**src/rtl/dram_arbiter.sv**
```systemverilog
// rtl/dram_arbiter.sv - round-robin arbiter sharing one DRAM channel between I$ refill and D$ miss/store paths.
// One transaction outstanding at a time; I$ responses are dropped after a front-end flush.
module dram_arbiter #(
  parameter int ADDR_WIDTH = 32,
  parameter int BLOCK_SIZE = 64
) (
  input  logic                  clk,
  input  logic                  rst,
  input  logic                  ic_req_valid,
  input  logic [ADDR_WIDTH-1:0] ic_req_addr,
  output logic                  ic_req_ready,
  input  logic                  ic_flush,
  output logic                  ic_resp_valid,
  output logic [BLOCK_SIZE-1:0] ic_resp_data,
  input  logic                  dc_req_valid,
  input  logic [ADDR_WIDTH-1:0] dc_req_addr,
  input  logic                  dc_req_is_st,
  input  logic [BLOCK_SIZE-1:0] dc_req_wdata,
  output logic                  dc_req_ready,
  output logic                  dc_resp_valid,
  output logic [BLOCK_SIZE-1:0] dc_resp_data,
  output logic                  dram_req_valid,
  input  logic                  dram_req_ready,
  output logic [ADDR_WIDTH-1:0] dram_req_addr,
  output logic                  dram_req_is_st,
  output logic [BLOCK_SIZE-1:0] dram_req_wdata,
  input  logic                  dram_resp_valid,
  input  logic [BLOCK_SIZE-1:0] dram_resp_data
);

  typedef enum logic [1:0] {
    IDLE  = 2'd0,
    ISSUE = 2'd1,
    WAIT  = 2'd2
  } state_t;

  localparam logic OWN_IC = 1'b0;
  localparam logic OWN_DC = 1'b1;

  state_t                  state_q, state_d;
  logic                    owner_q, owner_d;
  logic                    last_grant_q, last_grant_d;
  logic                    squash_q, squash_d;
  logic [ADDR_WIDTH-1:0]   addr_q, addr_d;
  logic                    is_st_q, is_st_d;
  logic [BLOCK_SIZE-1:0]   wdata_q, wdata_d;
  logic                    ic_resp_valid_q, ic_resp_valid_d;
  logic [BLOCK_SIZE-1:0]   ic_resp_data_q, ic_resp_data_d;
  logic                    dc_resp_valid_q, dc_resp_valid_d;
  logic [BLOCK_SIZE-1:0]   dc_resp_data_q, dc_resp_data_d;

  logic ic_elig, dc_elig, pick_ic, pick_dc;

  // A flushing front end cannot start a refill; on a tie the side not granted last wins.
  assign ic_elig = ic_req_valid & ~ic_flush;
  assign dc_elig = dc_req_valid;
  assign pick_ic = ic_elig & (~dc_elig | (last_grant_q == OWN_DC));
  assign pick_dc = dc_elig & ~pick_ic;

  always_ff @(posedge clk or posedge rst) begin
    if (rst) begin
      state_q         <= IDLE;
      owner_q         <= OWN_IC;
      last_grant_q    <= OWN_DC;
      squash_q        <= 1'b0;
      addr_q          <= '0;
      is_st_q         <= 1'b0;
      wdata_q         <= '0;
      ic_resp_valid_q <= 1'b0;
      ic_resp_data_q  <= '0;
      dc_resp_valid_q <= 1'b0;
      dc_resp_data_q  <= '0;
    end else begin
      state_q         <= state_d;
      owner_q         <= owner_d;
      last_grant_q    <= last_grant_d;
      squash_q        <= squash_d;
      addr_q          <= addr_d;
      is_st_q         <= is_st_d;
      wdata_q         <= wdata_d;
      ic_resp_valid_q <= ic_resp_valid_d;
      ic_resp_data_q  <= ic_resp_data_d;
      dc_resp_valid_q <= dc_resp_valid_d;
      dc_resp_data_q  <= dc_resp_data_d;
    end
  end

  always_comb begin
    state_d         = state_q;
    owner_d         = owner_q;
    last_grant_d    = last_grant_q;
    squash_d        = squash_q;
    addr_d          = addr_q;
    is_st_d         = is_st_q;
    wdata_d         = wdata_q;
    ic_resp_valid_d = 1'b0;
    ic_resp_data_d  = ic_resp_data_q;
    dc_resp_valid_d = 1'b0;
    dc_resp_data_d  = dc_resp_data_q;
    ic_req_ready    = 1'b0;
    dc_req_ready    = 1'b0;
    dram_req_valid  = 1'b0;

    case (state_q)
      IDLE: begin
        ic_req_ready = pick_ic;
        dc_req_ready = pick_dc;
        if (pick_ic || pick_dc) begin
          addr_d       = pick_ic ? ic_req_addr : dc_req_addr;
          is_st_d      = pick_dc & dc_req_is_st;
          wdata_d      = pick_ic ? '0 : dc_req_wdata;
          owner_d      = pick_dc ? OWN_DC : OWN_IC;
          last_grant_d = pick_dc ? OWN_DC : OWN_IC;
          state_d      = ISSUE;
        end
      end

      ISSUE: begin
        // The DRAM request is never retracted; a flush only marks the reply for dropping.
        dram_req_valid = 1'b1;
        if ((owner_q == OWN_IC) && ic_flush) squash_d = 1'b1;
        if (dram_req_ready) state_d = WAIT;
      end

      WAIT: begin
        if ((owner_q == OWN_IC) && ic_flush) squash_d = 1'b1;
        if (dram_resp_valid) begin
          state_d  = IDLE;
          squash_d = 1'b0;
          if (owner_q == OWN_DC) begin
            dc_resp_valid_d = 1'b1;
            dc_resp_data_d  = is_st_q ? '0 : dram_resp_data;
          end else if (!squash_q && !ic_flush) begin
            ic_resp_valid_d = 1'b1;
            ic_resp_data_d  = dram_resp_data;
          end
        end
      end

      default: state_d = IDLE;
    endcase
  end

  assign dram_req_addr  = addr_q;
  assign dram_req_is_st = is_st_q;
  assign dram_req_wdata = wdata_q;
  assign ic_resp_valid  = ic_resp_valid_q;
  assign ic_resp_data   = ic_resp_data_q;
  assign dc_resp_valid  = dc_resp_valid_q;
  assign dc_resp_data   = dc_resp_data_q;

endmodule

```
**config.mk**
```make
export PLATFORM = sky130hd
export DESIGN_NAME = dram_arbiter
export DESIGN_NICKNAME = d
export VERILOG_FILES = /design/src/rtl/dram_arbiter.sv
export SDC_FILE = /design/constraint.sdc
export NUM_CORES = 1
export LEC_CHECK = 0
export ABC_CLOCK_PERIOD_IN_PS = 12900
export CAP_MARGIN = 20
export CORE_AREA = 2 2 169 171
export CTS_BUF_LIST = sky130_fd_sc_hd__clkbuf_8
export DETAILED_ROUTE_END_ITERATION = 8
export DIE_AREA = 0 0 171 173
export HOLD_SLACK_MARGIN = 0.08
export PLACE_DENSITY = 0.69
export SYNTH_ARGS = -nofsm -noshare
export SYNTH_HDL_FRONTEND = slang
export SYNTH_SLANG_ARGS = --single-unit
```
**constraint.sdc**
```tcl
create_clock -name clk -period 12.9 [get_ports clk]
set_input_delay 1.29 -clock clk [delete_from_list [all_inputs] [get_ports clk]]
set_output_delay 1.29 -clock clk [all_outputs]
set_load 0.1 [all_outputs]
```
==> summary.md, run 1 <==
| Metric | Value |
|---|---|
| Final wirelength | `27400 µm` |
| Number of diodes | `0` |
| Setup TNS | `0 ps` |
| Core Util, Final | `0.534` |
| IO Count | `430` |
| First DRT Iteration DRCs | `255` |
| Worst-path clk slew | `60 ps` |
| DP Area | `13900 µm²` |
| Port bufs | `429` |
| Cells after synthesis | `roughly 730` |
| CTS H-tree lvls | `2` |
| Drt pass-1 iters | `4` |
| Mean post-synth cell area | `around 13 µm²` |
| WP data required | `11610 ps` |
| WL per Instance | `17.5 µm` |
| Skew-Pair Late Insertion Delay | `between 500 and 600 ps` |
| # hold bufs at CTS | `0` |
| Post-synthesis sequential area ratio | `0.622` |
| Routability cong. | `0.754` |
| Worst slew margin | `0.250` |
| Outcome | `completed` |
| Number of global-route vias before repair | `roughly 7700` |
| Non-filler cells, final | `roughly 1600` |
| Ys Warns | `0` |
| Clock Skews | `12.0 ps` |
| Detail Route Antenna Nets | `0` |
| Remaining DRCs | `0` |
| CP Cell Sequence | `clkdlybuf4s50_1 -> nor2b_2 -> a21boi_4 -> and2_1 -> clkdlybuf4s50_1` |
| # resized after CTS | `0` |
| Count of final hold-check violations | `0` |
| Commonest non-fill, non-tap cell in the layout | `clkdlybuf4s50_1` |
| CTS buffer count | `40` |
| Post-Synthesis Cell Area | `between 9000 and 10000 µm²` |
| CTS Root Cell | `clkbuf_8` |
| Share of layout cells above drive strength 1 | `0.117` |
| CTS tree | `built` |
| Initial antenna violation count | `1` |
| Final setup vio count | `0` |
| Critical Path Most Common Cell | `clkdlybuf4s50_1` |
| Placed Cells | `1497` |
| Post-CTS setup buffers | `0` |
| GR Overflow Total | `0` |
| Worst R2R Setup Slack | `10510 ps` |
| Min Tclk post-route | `4880 ps` |
| CP Class | `in2out` |
| Most frequent cells in the layout | `clkdlybuf4s50_1 (429), dfrtp_1 (230), nand2_1 (97)` |
| RSZ-0062 raised after global routing | `false` |
| Max Transition Viols Final | `0` |
| Longest Clk Path Bufs | `3` |
| Vias per inst | `4.60` |
| Worst-margin pin slew | `1120 ps` |
| Synth unique cells | `29` |
| CP bufs+invs | `2` |
| Crit path largest cell delay | `1140 ps` |
| Row cnt | `61` |
| Vias post-DR | `between 7000 and 8000` |
| Critical Path Fanout Max | `4` |
| Post-Syn Nets | `938` |
| Total track usage | `0.180` |
| Die area | `29600 µm²` |
| Crit path max-delay family | `buffers and inverters` |
| Initial cell density of the core | `0.338` |
| CORE AREA | `27600 µm²` |
| Crit. End Element | `output pin` |
| Largest net degree at the start of global routing | `about 130` |
| Clk sinks | `232` |
| Startpoint types | `input port` |
| Die Y | `173 µm` |
| Synth Register Bits | `between 200 and 250` |
| Worst Path Arrival | `3590 ps` |
| Final worst path period share | `0.378` |
| Chip Width | `171 µm` |
| First-pass GRT wire length | `roughly 42000 µm` |
| Max_cap viols | `0` |
| Hpwl dp | `19100 µm` |
| Nets | `1366` |
| Final Instance Area | `approximately 15000 µm²` |
| Layout area overhead | `58.2%` |
| Fmax | `slightly above 0.2 GHz` |
| Slowest library cell on the worst path | `clkdlybuf4s50_1` |
| Hold Crit Class | `reg2reg` |
## synth_stat cells (all sizes together)
library cell	n	area (µm²)
nand2	97	364
dfstp	1	26.3
ha	4	50.1
and2	1	6.26
o22ai	1	6.26
a31oi	2	12.5
o21a	1	7.51
inv	9	33.8
a21o	2	15.0
nand2b	64	400
mux2	65	916
nor3	1	5.00
nor2	1	3.75
o21ai	98	490
dfrtp	231	5780
nor2b	1	8.76
a21boi	1	7.51
buf	28	191
nand3	2	10.0
clkbuf	25	93.8
a22o	65	569
a21oi	2	13.8
mux2i	32	320
## per-stage QoR
stage	hold WS (ps)	setup WS [ps]
detailed placement	469	8010
CTS	482	8000
finish	477	8020
floorplan	496	5250
global placement	461	8010
global route	498	7950
## final cells by class
cell class	count	area [µm²]
Fill cell	2487	12900
Sequential cell	232	5810
Timing Repair Buffer	439	4390
Multi-Input combinational cell	440	3260
Clock buffer	50	688
Tap cell	378	473
Clock inverter	19	103
Inverter	9	41.3
## worst min-delay path, cell delays in order (launching register included)
cell,delay (ps)
dfrtp_1,330
nand2_1,50
o21ai_0,60
## sequential cells by signal, summed over array words and instances, names as in the netlist
signal	flops
owner_q	1
last_grant_q	1
dram_req_wdata	64
ic_resp_data	64
ic_resp_valid	1
squash_q	1
dc_resp_valid	1
dc_resp_data	64
dram_req_is_st	1
state_q	2
dram_req_addr	32
## per-layer routing
metal,wire length [µm],vias up,track usage
li1,-,3385,-
met1,10900,3457,0.211
met2,13400,305,0.308
met3,2460,52,0.0645
met4,602,2,0.0551
met5,13,-,0
## final timing paths
path,from,end,cells past startpoint
worst max-delay path,ic_flush,ic_req_ready,5
min in group asynchronous,rst,ic_resp_valid,2
worst min register to register,dc_resp_data[31],dc_resp_data[31],2
worst min-delay path,dc_resp_data[31],dc_resp_data[31],2
worst max register to register,state_q[0],ic_resp_data[63],5
max in group asynchronous,rst,dram_req_wdata[21],3
## logic make-up (layout without fill, tap and decap cells)
family                   Yosys count  after routing  share of synthesized area
adder cells (fa/ha/maj)            4              4                    0.00536
multiplexers                      97             97                      0.132
flip-flops                       232            232                      0.622
AND/OR/NAND/NOR                  167            167                     0.0855
AO/OA/AOI/OAI                    172            172                      0.120
buffers and inverters             62            517                     0.0342
Power of run 1 is not shown: default switching activity piles up to over one toggle a cycle in this logic, so the estimate is an artifact.
==> run 2: changes to the inputs <==
--- a/config.mk
+++ b/config.mk
@@ -5,7 +5,7 @@
 export SDC_FILE = /design/constraint.sdc
 export NUM_CORES = 1
 export LEC_CHECK = 0
-export ABC_CLOCK_PERIOD_IN_PS = 12900
+export ABC_CLOCK_PERIOD_IN_PS = 4550
 export CAP_MARGIN = 20
 export CORE_AREA = 2 2 169 171
 export CTS_BUF_LIST = sky130_fd_sc_hd__clkbuf_8
==> constraint.sdc (replaced) <==
create_clock -name clk -period 4.55 [get_ports clk]
set_input_delay 0.455 -clock clk [delete_from_list [all_inputs] [get_ports clk]]
set_output_delay 0.455 -clock clk [all_outputs]
set_load 0.1 [all_outputs]
==> summary.md, run 2 (same netlist as run 1, synthesis figures left out) <==
| Metric | Value |
|---|---|
| Outcome | `completed` |
| Vias per inst | `4.60 (about the same)` |
| CTS tree | `built` |
| Critical Path Fanout Max | `22 (+18)` |
| Longest Clk Path Bufs | `3 (unchanged)` |
| Max_cap viols | `0 (unchanged)` |
| CTS buffer count | `39 (-2.5%)` |
| Final wirelength | `27200 µm (-0.62%)` |
| Total track usage | `0.180 (-0.000652)` |
| Port bufs | `429 (unchanged)` |
| R2R depth | `5 (unchanged)` |
| Hold Crit Class | `in2async` |
| Slowest library cell on the worst path | `a21oi_4` |
| WL per Instance | `17.4 µm (-0.43%)` |
| Filler Cells Inserted | `2429 (-2.3%)` |
| Remaining DRCs | `0 (unchanged)` |
| Gr busiest metal | `met2` |
| Clock Skews | `16.3 ps (+4.37 ps)` |
| Startpoint types | `flip-flop` |
| CP Class | `reg2out` |
| First-pass GRT wire length | `42100 µm (-0.49%)` |
| Worst slew margin | `0.289 (+0.0387)` |
| GR Util met2 | `0.299 (-0.00941)` |
| Max Transition Viols Final | `0 (unchanged)` |
| Hold Slack | `462 ps (-14.6 ps)` |
| Die Y | `173 µm (unchanged)` |
| RSZ-0062 raised after global routing | `false` |
| Initial cell density of the core | `0.338 (unchanged)` |
| Worst-margin pin slew | `1060 ps (-57.8 ps)` |
| WP data required | `4090 ps (-7520 ps)` |
| Layout area overhead | `57.4%` |
| Count of final hold-check violations | `0 (unchanged)` |
| # resized after CTS | `0 (unchanged)` |
| Die area | `29600 µm² (unchanged)` |
| Clk sinks | `232 (unchanged)` |
| Most frequent cells in the layout | `clkdlybuf4s50_1 (427), dfrtp_1 (231), nand2_1 (97)` |
| CTS Root Cell | `clkbuf_8` |
| Worst r2r dst | `ic_resp_data[26]` |
| Final worst path period share | `0.630` |
| Crit path largest cell delay | `560 ps (-580 ps)` |
| Crit. End Element | `output pin` |
| Largest net degree at the start of global routing | `162 (+27%)` |
| Drt pass-1 iters | `4 (unchanged)` |
| Worst-path clk slew | `60 ps (about the same)` |
| CORE AREA | `27600 µm² (unchanged)` |
| CTS H-tree lvls | `2 (unchanged)` |
| Worst Path Arrival | `2410 ps (-1180 ps)` |
| R2R Path Start | `state_q[0]` |
| Number of global-route vias before repair | `7410 (-3.5%)` |
| Row cnt | `61 (unchanged)` |
| Grt met3 use | `0.0698 (+0.00526)` |
| IO Count | `430 (unchanged)` |
| CP Cell Sequence | `inv_1 -> ha_1 -> nand2_1 -> a21oi_4 -> buf_4` |
| Min Tclk post-route | `2870 ps` |
| GR Overflow Total | `0 (unchanged)` |
| # hold bufs at CTS | `0 (unchanged)` |
| Post-CTS setup buffers | `0 (unchanged)` |
| Fmax | `0.349 GHz` |
| First DRT Iteration DRCs | `292 (+15%)` |
| Worst R2R Setup Slack | `2070 ps (-8440 ps)` |
| Commonest non-fill, non-tap cell in the layout | `clkdlybuf4s50_1` |
| Nets | `1366 (unchanged)` |
| Setup TNS | `0 ps (unchanged)` |
| Grt met1 use | `0.209 (-0.00179)` |
| Detail Route Antenna Nets | `0 (unchanged)` |
| Chip Width | `171 µm (unchanged)` |
| Vias post-DR | `7191 (-0.14%)` |
| Share of layout cells above drive strength 1 | `0.117 (+0.000395)` |
| Final setup vio count | `0 (unchanged)` |
| Initial antenna violation count | `2 (+1)` |
| Hpwl dp | `19300 µm (+1.2%)` |
| Routability cong. | `0.799 (+5.9%)` |
| Skew-Pair Late Insertion Delay | `530 ps (about the same)` |
## run 2: cell count changes in the layout (fill, tap and decap cells not counted), sizes merged
cell / change
clkbuf: -6
clkinvlp: +4
inv: -4
buf: +3
clkdlybuf4s50: -2
clkinv: +1
diode: +1
## run 2: worst max path at each step
stage               startpoint          endpoint  slack, ps  cells after the start
floorplan                  rst   dc_resp_data[0]       1060                      1
global placement      ic_flush  ic_resp_data[42]       1530                      5
detailed placement    ic_flush  ic_resp_data[39]       1510                      5
CTS                 state_q[1]      dc_req_ready       1590                      5
global route        state_q[0]      dc_req_ready       1480                      5
finish              state_q[0]      dc_req_ready       1680                      5
## run 2: area by class of cell
type,instances,area (µm²),share of cell area
multi-input combinational,440,3260,0.222
antenna,1,2.50,0.000170
clock inverter,20,119,0.00809
sequential,232,5810,0.395
clock buffer,44,606,0.0412
timing repair buffer,440,4380,0.298
tap,378,473,0.0322
inverter,9,37.5,0.00256
## run 2: metal layers
metal  wire length, µm  part of all wire
met5                13           0.00048
met4               870             0.032
met3              2730              0.10
met2             13200              0.49
met1             10400              0.38
## run 2: critical path, delay by kind of cell, from the launching register on
family	cells	cell delay (ps)
AO/OA/AOI/OAI	1	560
buffers and inverters	2	520
flip-flops	1	400
adder cells (fa/ha/maj)	1	280
AND/OR/NAND/NOR	1	130
## run 2: metrics by stage
step | cells | setup slack (ps) | cell area, µm² | util
2_1_floorplan | 734 | 1060 | 9340 | -
3_3_place_gp | 1499 | 1530 | 14000 | 0.505
3_5_place_dp | 1499 | 1510 | 14000 | 0.505
4_1_cts | 1563 | 1590 | 14700 | 0.532
5_1_grt | 1564 | 1480 | 14700 | 0.532
6_report | 1564 | 1680 | 14700 | 0.532
Power of run 2 is left out for the same reason.
==> run 3: changes to the inputs <==
==> config.mk (replaced) <==
export PLATFORM = sky130hd
export DESIGN_NAME = dram_arbiter
export DESIGN_NICKNAME = d
export VERILOG_FILES = /design/src/rtl/dram_arbiter.sv
export SDC_FILE = /design/constraint.sdc
export NUM_CORES = 1
export LEC_CHECK = 0
export ABC_CLOCK_PERIOD_IN_PS = 2450
export CAP_MARGIN = 20
export CORE_AREA = 2 2 168 170
export CTS_BUF_LIST = sky130_fd_sc_hd__clkbuf_8
export DETAILED_ROUTE_END_ITERATION = 8
export DIE_AREA = 0 0 170 172
export HOLD_SLACK_MARGIN = 0.08
export PLACE_DENSITY = 0.73
export SYNTH_ARGS = -nofsm -noshare
export SYNTH_HDL_FRONTEND = slang
export SYNTH_SLANG_ARGS = --single-unit
==> constraint.sdc (replaced) <==
create_clock -name clk -period 2.45 [get_ports clk]
set_input_delay 0.245 -clock clk [delete_from_list [all_inputs] [get_ports clk]]
set_output_delay 0.245 -clock clk [all_outputs]
set_load 0.1 [all_outputs]
==> summary.md, run 3 (same netlist as run 1, synthesis figures left out) <==
| Metric | Value |
|---|---|
| Outcome | `completed` |
| Vias per inst | `4.66 (+1.3%)` |
| Routability cong. | `0.781 (-2.2%)` |
| Fmax | `0.469 GHz` |
| Drt pass-1 iters | `6 (+2)` |
| Final setup vio count | `0 (unchanged)` |
| Min Tclk post-route | `2130 ps` |
| Clock Skews | `14.3 ps (-1.99 ps)` |
| Filler Cells Inserted | `2430 (+0.041%)` |
| First DRT Iteration DRCs | `326 (+12%)` |
| Max Transition Viols Final | `0 (unchanged)` |
| Final wirelength | `27800 µm (+2.2%)` |
| WL per Instance | `18.1 µm (+3.9%)` |
| Die Y | `172 µm (-0.58%)` |
| Detail Route Antenna Nets | `0 (unchanged)` |
| Layout area overhead | `53.0%` |
| CTS buffer count | `41 (+5.1%)` |
| Startpoint types | `flip-flop` |
| Vias post-DR | `7171 (-0.28%)` |
| Worst slew margin | `0.579 (+0.290)` |
| CP Class | `reg2out` |
| Remaining DRCs | `0 (unchanged)` |
| Critical Path Fanout Max | `5 (-77%)` |
| # hold bufs at CTS | `0 (unchanged)` |
| Largest net degree at the start of global routing | `110 (-32%)` |
| Count of final hold-check violations | `0 (unchanged)` |
| Die area | `29200 µm² (-1.2%)` |
| CP Cell Sequence | `inv_1 -> ha_1 -> nand2_1 -> a21oi_4 -> buf_12` |
| R2R depth | `7 (+2)` |
| First-pass GRT wire length | `41800 µm (-0.81%)` |
| DP Area | `13500 µm² (-3.2%)` |
| Worst R2R Setup Slack | `620 ps (-1450 ps)` |
| CP bufs+invs | `2 (unchanged)` |
| Initial cell density of the core | `0.340 (+0.00188)` |
| Final worst path period share | `0.870` |
| RSZ-0062 raised after global routing | `false` |
| Placed Cells | `1472 (-1.8%)` |
| Clk sinks | `232 (unchanged)` |
| Row cnt | `61 (unchanged)` |
| Hpwl dp | `20200 µm (+4.6%)` |
| Final Instance Area | `14300 µm² (-2.8%)` |
| Worst-margin pin slew | `632 ps (-431 ps)` |
| Initial antenna violation count | `0 (-2)` |
| Post-CTS setup buffers | `0 (unchanged)` |
| Chip Width | `170 µm (-0.58%)` |
| Worst r2r dst | `dram_req_wdata[24]` |
| Crit path largest cell delay | `400 ps (-160 ps)` |
| Most frequent cells in the layout | `buf_4 (236), dfrtp_1 (230), clkdlybuf4s50_1 (199)` |
| Worst-path clk slew | `60 ps (about the same)` |
| Commonest non-fill, non-tap cell in the layout | `buf_4` |
| Hold Crit Class | `in2async` |
| WP data required | `2200 ps (-1890 ps)` |
| R2R Path Start | `state_q[0]` |
| Share of layout cells above drive strength 1 | `0.313 (+0.196)` |
| Longest Clk Path Bufs | `3 (unchanged)` |
| IO Count | `430 (unchanged)` |
| # resized after CTS | `0 (unchanged)` |
| Crit path max-delay family | `flip-flops` |
| Nets | `1374 (+0.59%)` |
| CTS Root Cell | `clkbuf_8` |
| Worst Path Arrival | `1890 ps (-520 ps)` |
| Port bufs | `429 (unchanged)` |
| Final WS setup | `319 ps (-1360 ps)` |
| Non-filler cells, final | `1539 (-1.6%)` |
| Skew-Pair Late Insertion Delay | `520 ps (about the same)` |
| GR Overflow Total | `0 (unchanged)` |
| CTS tree | `built` |
| Number of global-route vias before repair | `7273 (-1.8%)` |
| Dpl ws | `343 ps (-1170 ps)` |
| CORE AREA | `27500 µm² (-0.55%)` |
| Max_cap viols | `0 (unchanged)` |
| Number of diodes | `0 (-1)` |
| Slowest library cell on the worst path | `dfrtp_1` |
| Crit. End Element | `output pin` |
| Total track usage | `0.183 (+0.00378)` |
| CTS H-tree lvls | `2 (unchanged)` |
-- run 3: cell types whose count changed in the layout (fill, tap and decap cells not counted) --
cell             change
dfrtp_1              -1
dfrtp_2              +1
clkbuf_8             +3
diode_2              -1
buf_12              +10
clkinvlp_4           -2
clkdlybuf4s50_1    -228
clkinv_2             -1
buf_4              +224
inv_1                +2
-- run 3: how the worst max path moves through the flow --
stage                from           endpoint  slack (ps)  cells after the start
5_1_grt        state_q[0]       dc_req_ready         170                      5
4_1_cts        state_q[0]       dc_req_ready          60                      5
6_report       state_q[0]       dc_req_ready         320                      5
3_3_place_gp     ic_flush  dram_req_addr[27]         400                      6
2_1_floorplan         rst    dc_resp_data[0]        -830                      1
3_5_place_dp     ic_flush   dram_req_addr[8]         340                      6
-- run 3: worst min-delay path, cell delays in order --
cell and delay (ps):
clkdlybuf4s50_1 440, clkinvlp_4 130, buf_12 260
-- run 3: layout make-up --
class / count / area, µm² / share of cell area
timing repair buffer: 446 / 3980 / 0.279
inverter: 9 / 37.5 / 0.00263
multi-input combinational: 440 / 3260 / 0.228
sequential: 232 / 5810 / 0.407
tap: 346 / 433 / 0.0303
clock inverter: 19 / 106 / 0.00745
clock buffer: 47 / 647 / 0.0453
-- run 3: metal layers --
metal  up-vias  routed length, µm  global-route usage
met1      3396              10900               0.222
met2       322              13500               0.305
met4         0                852              0.0680
met5         -                  0                   0
li1       3400                  -                   -
met3        53               2550              0.0616
-- run 3: stage by stage --
stage               utilization  setup TNS [ps]  hold slack [ps]
floorplan                     -         -191800              349
global placement          0.492               0              464
detailed placement        0.492               0              472
CTS                       0.519               0              146
global route              0.520               0              183
finish                    0.520               0              188
Power of run 3 is left out for the same reason.
